===== config.mk =====
export PLATFORM = sky130hd
export DESIGN_NAME = uart_rx_flat
export DESIGN_NICKNAME = d
export VERILOG_FILES = /design/src/rtl/uart_rx_if.sv /design/src/rtl/uart_rx.sv /design/src/flat_wrapper.sv
export SDC_FILE = /design/constraint.sdc
export NUM_CORES = 1
export LEC_CHECK = 0
export CAP_MARGIN = 25
export CORE_ASPECT_RATIO = 0.7
export CORE_UTILIZATION = 25
export CTS_CLUSTER_SIZE = 25
export DETAILED_ROUTE_END_ITERATION = 6
export GPL_ROUTABILITY_DRIVEN = 0
export PLACE_DENSITY = 0.41
export REMOVE_ABC_BUFFERS = 1
export SETUP_SLACK_MARGIN = 0.2
export SYNTH_ARGS = -nofsm -noshare
export SYNTH_HDL_FRONTEND = slang
export SYNTH_SLANG_ARGS = --single-unit

===== constraint.sdc =====
create_clock -name clk -period 1.7 [get_ports clk]
set_clock_uncertainty 0.2 [all_clocks]
set_input_delay 0.17 -clock clk [delete_from_list [all_inputs] [get_ports clk]]
set_output_delay 0.17 -clock clk [all_outputs]
set_load 0.01 [all_outputs]

===== src/rtl/uart_rx_if.sv =====
// uart_rx_if: line/tick inputs and word/status outputs of the UART receiver.
// master = receiver side (drives word and flags), slave = consumer/line side.
interface uart_rx_if #(
  parameter int DATA_BITS = 8
);
  logic                 rx;
  logic                 s_tick;
  logic [DATA_BITS-1:0] dout;
  logic                 rx_done;
  logic                 frame_err;
  logic                 parity_err;
  logic                 busy;

  modport master (
    input  rx, s_tick,
    output dout, rx_done, frame_err, parity_err, busy
  );

  modport slave (
    output rx, s_tick,
    input  dout, rx_done, frame_err, parity_err, busy
  );
endinterface


===== src/rtl/uart_rx.sv =====
// uart_rx: 16x-oversampling UART receiver, LSB-first frames, one-cycle rx_done
// per frame with framing/parity flags. Optional even parity bit: UART_PARITY_EN.
module uart_rx #(
  parameter int DATA_BITS = 8,
  parameter int SB_TICKS  = 16
) (
  input  logic     clk,
  input  logic     reset,
  uart_rx_if.master bus
);

  localparam int NW = $clog2(DATA_BITS);
  // Tick counter widens beyond 4 bits only when the stop period needs it (2 stop bits).
  localparam int SW = (SB_TICKS > 16) ? $clog2(SB_TICKS) : 4;

  localparam logic [NW-1:0] N_LAST = NW'(DATA_BITS - 1);
  localparam logic [SW-1:0] S_MID  = SW'(7);
  localparam logic [SW-1:0] S_BIT  = SW'(15);
  localparam logic [SW-1:0] S_STOP = SW'(SB_TICKS - 1);

  typedef enum logic [2:0] {
    IDLE,
    START,
    DATA,
`ifdef UART_PARITY_EN
    PARITY,
`endif
    STOP,
    BREAK
  } state_t;

  state_t               state_q, state_d;
  logic                 rx_meta_q, rx_sync_q;
  logic [SW-1:0]        s_cnt_q, s_cnt_d;
  logic [NW-1:0]        n_cnt_q, n_cnt_d;
  logic [DATA_BITS-1:0] b_reg_q, b_reg_d;
  logic [DATA_BITS-1:0] dout_q, dout_d;
  logic                 rx_done_q, rx_done_d;
  logic                 frame_err_q, frame_err_d;
  logic                 parity_err_q, parity_err_d;
`ifdef UART_PARITY_EN
  logic                 par_q, par_d;
`endif

  // State, counters, synchronizer and registered outputs.
  always_ff @(posedge clk or posedge reset) begin
    if (reset) begin
      state_q      <= IDLE;
      rx_meta_q    <= 1'b1;
      rx_sync_q    <= 1'b1;
      s_cnt_q      <= '0;
      n_cnt_q      <= '0;
      b_reg_q      <= '0;
      dout_q       <= '0;
      rx_done_q    <= 1'b0;
      frame_err_q  <= 1'b0;
      parity_err_q <= 1'b0;
`ifdef UART_PARITY_EN
      par_q        <= 1'b0;
`endif
    end else begin
      state_q      <= state_d;
      rx_meta_q    <= bus.rx;
      rx_sync_q    <= rx_meta_q;
      s_cnt_q      <= s_cnt_d;
      n_cnt_q      <= n_cnt_d;
      b_reg_q      <= b_reg_d;
      dout_q       <= dout_d;
      rx_done_q    <= rx_done_d;
      frame_err_q  <= frame_err_d;
      parity_err_q <= parity_err_d;
`ifdef UART_PARITY_EN
      par_q        <= par_d;
`endif
    end
  end

  // Next-state logic: frame sequencing and word/flag capture at the stop sample.
  always_comb begin
    state_d      = state_q;
    s_cnt_d      = s_cnt_q;
    n_cnt_d      = n_cnt_q;
    b_reg_d      = b_reg_q;
    dout_d       = dout_q;
    rx_done_d    = 1'b0;
    frame_err_d  = 1'b0;
    parity_err_d = 1'b0;
`ifdef UART_PARITY_EN
    par_d        = par_q;
`endif
    case (state_q)
      IDLE: begin
        if (!rx_sync_q) begin
          state_d = START;
          s_cnt_d = '0;
        end
      end
      START: begin
        if (bus.s_tick) begin
          if (s_cnt_q == S_MID) begin
            if (!rx_sync_q) begin
              state_d = DATA;
              s_cnt_d = '0;
              n_cnt_d = '0;
            end else begin
              state_d = IDLE;
            end
          end else begin
            s_cnt_d = s_cnt_q + 1'b1;
          end
        end
      end
      DATA: begin
        if (bus.s_tick) begin
          if (s_cnt_q == S_BIT) begin
            b_reg_d = {rx_sync_q, b_reg_q[DATA_BITS-1:1]};
            s_cnt_d = '0;
            if (n_cnt_q == N_LAST) begin
`ifdef UART_PARITY_EN
              state_d = PARITY;
`else
              state_d = STOP;
`endif
            end else begin
              n_cnt_d = n_cnt_q + 1'b1;
            end
          end else begin
            s_cnt_d = s_cnt_q + 1'b1;
          end
        end
      end
`ifdef UART_PARITY_EN
      PARITY: begin
        if (bus.s_tick) begin
          if (s_cnt_q == S_BIT) begin
            par_d   = rx_sync_q;
            s_cnt_d = '0;
            state_d = STOP;
          end else begin
            s_cnt_d = s_cnt_q + 1'b1;
          end
        end
      end
`endif
      STOP: begin
        if (bus.s_tick) begin
          if (s_cnt_q == S_STOP) begin
            dout_d      = b_reg_q;
            rx_done_d   = 1'b1;
            frame_err_d = ~rx_sync_q;
`ifdef UART_PARITY_EN
            parity_err_d = ^{b_reg_q, par_q};
`endif
            s_cnt_d     = '0;
            state_d     = rx_sync_q ? IDLE : BREAK;
          end else begin
            s_cnt_d = s_cnt_q + 1'b1;
          end
        end
      end
      BREAK: begin
        if (rx_sync_q) state_d = IDLE;
      end
      default: state_d = IDLE;
    endcase
  end

  assign bus.dout       = dout_q;
  assign bus.rx_done    = rx_done_q;
  assign bus.frame_err  = frame_err_q;
  assign bus.parity_err = parity_err_q;
  assign bus.busy       = (state_q != IDLE);

endmodule

===== src/flat_wrapper.sv =====
// flat-port wrapper written by rule: the top's interface ports become plain ports
module uart_rx_flat 
#(
  parameter int DATA_BITS = 8,
  parameter int SB_TICKS  = 16
)
  (clk, reset, bus_rx, bus_s_tick, bus_dout, bus_rx_done, bus_frame_err, bus_parity_err, bus_busy);
  uart_rx_if #(.DATA_BITS(DATA_BITS)) bus_i ();
  input  logic clk;
  input  logic reset;
  input wire logic [$bits(bus_i.rx)-1:0] bus_rx;
  input wire logic [$bits(bus_i.s_tick)-1:0] bus_s_tick;
  output wire logic [$bits(bus_i.dout)-1:0] bus_dout;
  output wire logic [$bits(bus_i.rx_done)-1:0] bus_rx_done;
  output wire logic [$bits(bus_i.frame_err)-1:0] bus_frame_err;
  output wire logic [$bits(bus_i.parity_err)-1:0] bus_parity_err;
  output wire logic [$bits(bus_i.busy)-1:0] bus_busy;
  assign bus_i.rx = bus_rx;
  assign bus_i.s_tick = bus_s_tick;
  assign bus_dout = bus_i.dout;
  assign bus_rx_done = bus_i.rx_done;
  assign bus_frame_err = bus_i.frame_err;
  assign bus_parity_err = bus_i.parity_err;
  assign bus_busy = bus_i.busy;
  uart_rx #(.DATA_BITS(DATA_BITS), .SB_TICKS(SB_TICKS)) u_core (.clk(clk), .reset(reset), .bus(bus_i));
endmodule

==> flow_metrics.env <==
export IMPL_status="finished, violations left"
export IMPL_violations="negative setup slack"
export IMPL_critical_path_class="reg -> reg"
export IMPL_switchingPower_uw=623.1
export IMPL_grtUsageTotal_pct=11.47
export IMPL_start_util_pct=26.04
export IMPL_syn2layout_area_growth_pct=54.94
export IMPL_switching_share_pct=28.34
export IMPL_synth_edf_count=0
export IMPL_first_pass_iters=3
export IMPL_layout_setup_ws_ps=-95.34
export IMPL_grt_pass1_wl_mm=5.071
export IMPL_drtIter0Drc=29
export IMPL_power_density_nw_per_um2=1037
export IMPL_path_max_fanout=9
export IMPL_drcViolationCount=0
export IMPL_ant_nets=0
export IMPL_wl_per_cell_um=12.99
export IMPL_fin_util_pct=40.34
export IMPL_yosys_warnings=0
export IMPL_min_period_over_period_pct=105.6
export IMPL_htreeDepth=2
export IMPL_start_kind="flip-flop"
export IMPL_clock_sinks=30
export IMPL_vias=1027
export IMPL_ff2ff_setup_slack_ps=-100
export IMPL_r2r_end="u_core.bus.dout[4]"
export IMPL_fill_cells=475
export IMPL_cts_root_buf="clkbuf_8"
export IMPL_p_comb_share_pct=29.6
export IMPL_num_rows=22
export IMPL_gr_total_overflow=0
export IMPL_avgSynthCellArea_um2=12.67
export IMPL_intPower_mw=1.576
export IMPL_cts_tree="built"
export IMPL_cts_hold_buffers=0
export IMPL_cts_buffer_depth=2
export IMPL_maxCapViolations=0
export IMPL_fmax_mhz=557.0
export IMPL_clkTransAtPathRegs_ps=70
export IMPL_p_leak_nw=0.9963
export IMPL_port_buffers=14
export IMPL_grt_max_degree=31
export IMPL_synth_flop_cell="dfrtp_1"
export IMPL_seqPwrFrac_pct=39.0
export IMPL_drive_above_1_share_pct=54.43
export IMPL_ys_types=34
export IMPL_die_x_um=90.44
export IMPL_synth_yosys_seq_area_share_pct=55.03
export IMPL_peakVddDrop_mv=0.3304
export IMPL_die_h_um=63.91
export IMPL_hold_path_class="in -> async"
export IMPL_reg2reg_from="u_core.s_cnt_q[3]"
export IMPL_cts_buffers=5
export IMPL_rsz0062_at_grt="yes"
export IMPL_syn_area_um2=1369
export IMPL_setup_violations=20
export IMPL_rr_worst_depth=5
export IMPL_core_um2=5258
export IMPL_cp_arrival_ps=1750
export IMPL_crit_required_ps=1650
export IMPL_layout_common_cells="dfrtp_1, buf_4, dlygate4sd2_1, mux2_2, mux2_4"
export IMPL_synth_seq_cells=30
export IMPL_slew_viol_final=0
export IMPL_final_common_cell="dfrtp_1"
export IMPL_ys_async_sr_fraction_pct=100.0
export IMPL_grt_pass1_vias=1081
export IMPL_io_pins=16
export IMPL_antenna_found_initial=0
export IMPL_num_antenna_cells=0
export IMPL_dieArea_um2=5780
export IMPL_via_per_inst=4.465
export IMPL_min_period_ps=1795
export IMPL_pwr_share_clk_pct=31.4
export IMPL_hold_viol=0
export IMPL_synth_cells=108
export IMPL_power_mw=2.199
export IMPL_dp_hpwl_mm=1.973
export IMPL_endpoint_kind="flip-flop"
export IMPL_layout_nets=164
export IMPL_clkLatencyLatePin_ps=270
export IMPL_wl_mm=2.988
metal layers:
layer  GRT usage, %  part of all wire [%]  vias to the layer above
li1               -                     -                      490
met1          14.96                    50                      522
met2          17.84                    47                       13
met3          2.976                   2.0                        2
met4          5.444                  0.94                        0
met5              0                     0                        -
registers in the layout, indices dropped and copies added (netlist names):
signal                flops
u_core.b_reg_q            8
u_core.bus.dout           8
u_core.s_cnt_q            4
u_core.n_cnt_q            3
u_core.state_q            3
u_core.bus.frame_err      1
u_core.bus.rx_done        1
u_core.rx_meta_q          1
u_core.rx_sync_q          1
cells by family after synthesis:
| group | count (synthesis) | synth area share (%) |
|---|---|---|
| DFF | 30 | 55.03 |
| and+or+nand+nor | 25 | 12.98 |
| AOI/OAI and AO/OA | 21 | 10.33 |
| muxes | 17 | 13.99 |
| buffers and inverters | 10 | 4.021 |
| adders and majority gates | 3 | 2.743 |
| other | 1 | 0.2740 |
| xor gates and xnor gates | 1 | 0.6400 |
critical path, cell delays in order, from the launching register on:
cell and delay, ps:
dfrtp_1 430, buf_4 150, nand4_4 160, nor3_4 250
buf_12 160, mux2_2 330
stage by stage:
| stage | hold WS, ps | worst slack [ps] | cell area, µm² | setup TNS (ps) | std cells |
|---|---|---|---|---|---|
| after CTS | 28.49 | -116.5 | 1979 | -1449 | 223 |
| after floorplan | -25.52 | -157.3 | 1329 | -2292 | 102 |
| final | 29.44 | -95.34 | 2121 | -1210 | 230 |
| after global routing | 61.56 | -169.1 | 2121 | -2696 | 230 |
| after detailed placement | 150.5 | -223.1 | 1762 | -3328 | 210 |
| after global placement | 146.4 | -158.2 | 1762 | -2542 | 210 |
synthesized netlist by cell type, types with 2 or more instances:
cell	count	share of area, %
nand2b_1	2	0.91
dfstp_2	2	3.8
o41ai_1	2	1.3
nand2_1	4	1.1
buf_2	2	0.73
mux2_2	17	14
buf_4	2	1.1
nor4_1	3	1.4
nor3_4	2	2.4
nand3_1	3	1.1
dfrtp_1	28	51
ha_1	3	2.7
inv_1	4	1.1
a22o_1	2	1.3
nor3b_1	2	1.1
o21ai_0	7	2.6
a21oi_1	4	1.5
nor2_1	3	0.82
area by class of cell:
type / count / area (µm²) / share of cell area, %
clock buffer: 5 / 68.82 / 3.245
clock inverter: 3 / 40.04 / 1.888
inverter: 4 / 15.01 / 0.7080
multi-input combinational: 68 / 710.7 / 33.51
sequential: 30 / 754.5 / 35.58
tap: 72 / 90.09 / 4.248
timing repair buffer: 48 / 441.7 / 20.83
power by group through the flow:
| stage | sequential, mW | combinational [mW] | clock (mW) |
|---|---|---|---|
| after detailed placement | 0.860 | 0.445 | 0 |
| final | 0.857 | 0.651 | 0.691 |
| after global routing | 0.867 | 0.696 | 0.748 |
| after global placement | 0.856 | 0.427 | 0 |
| after CTS | 0.849 | 0.540 | 0.720 |
| after floorplan | 0.879 | 0.204 | 0 |
worst max path at each step:
stage                     depth (start not counted)  slack [ps]                  to              start
after floorplan                                   4        -160  u_core.bus.dout[0]  u_core.s_cnt_q[1]
after global placement                            5        -160   u_core.n_cnt_q[0]  u_core.s_cnt_q[0]
after detailed placement                          5        -220   u_core.n_cnt_q[0]  u_core.s_cnt_q[0]
after CTS                                         5        -120  u_core.bus.dout[3]  u_core.s_cnt_q[0]
after global routing                              5        -170  u_core.bus.dout[4]  u_core.s_cnt_q[0]
final                                             5        -100  u_core.bus.dout[4]  u_core.s_cnt_q[3]
timing repair:
item / CTS / global route
setup endpoints to repair: 39 / 29
gates resized for setup: 41 / 19
pin swaps: 6 / 9
setup buffers: 5 / 7
Note: power is estimated with default switching activity, not from simulation.
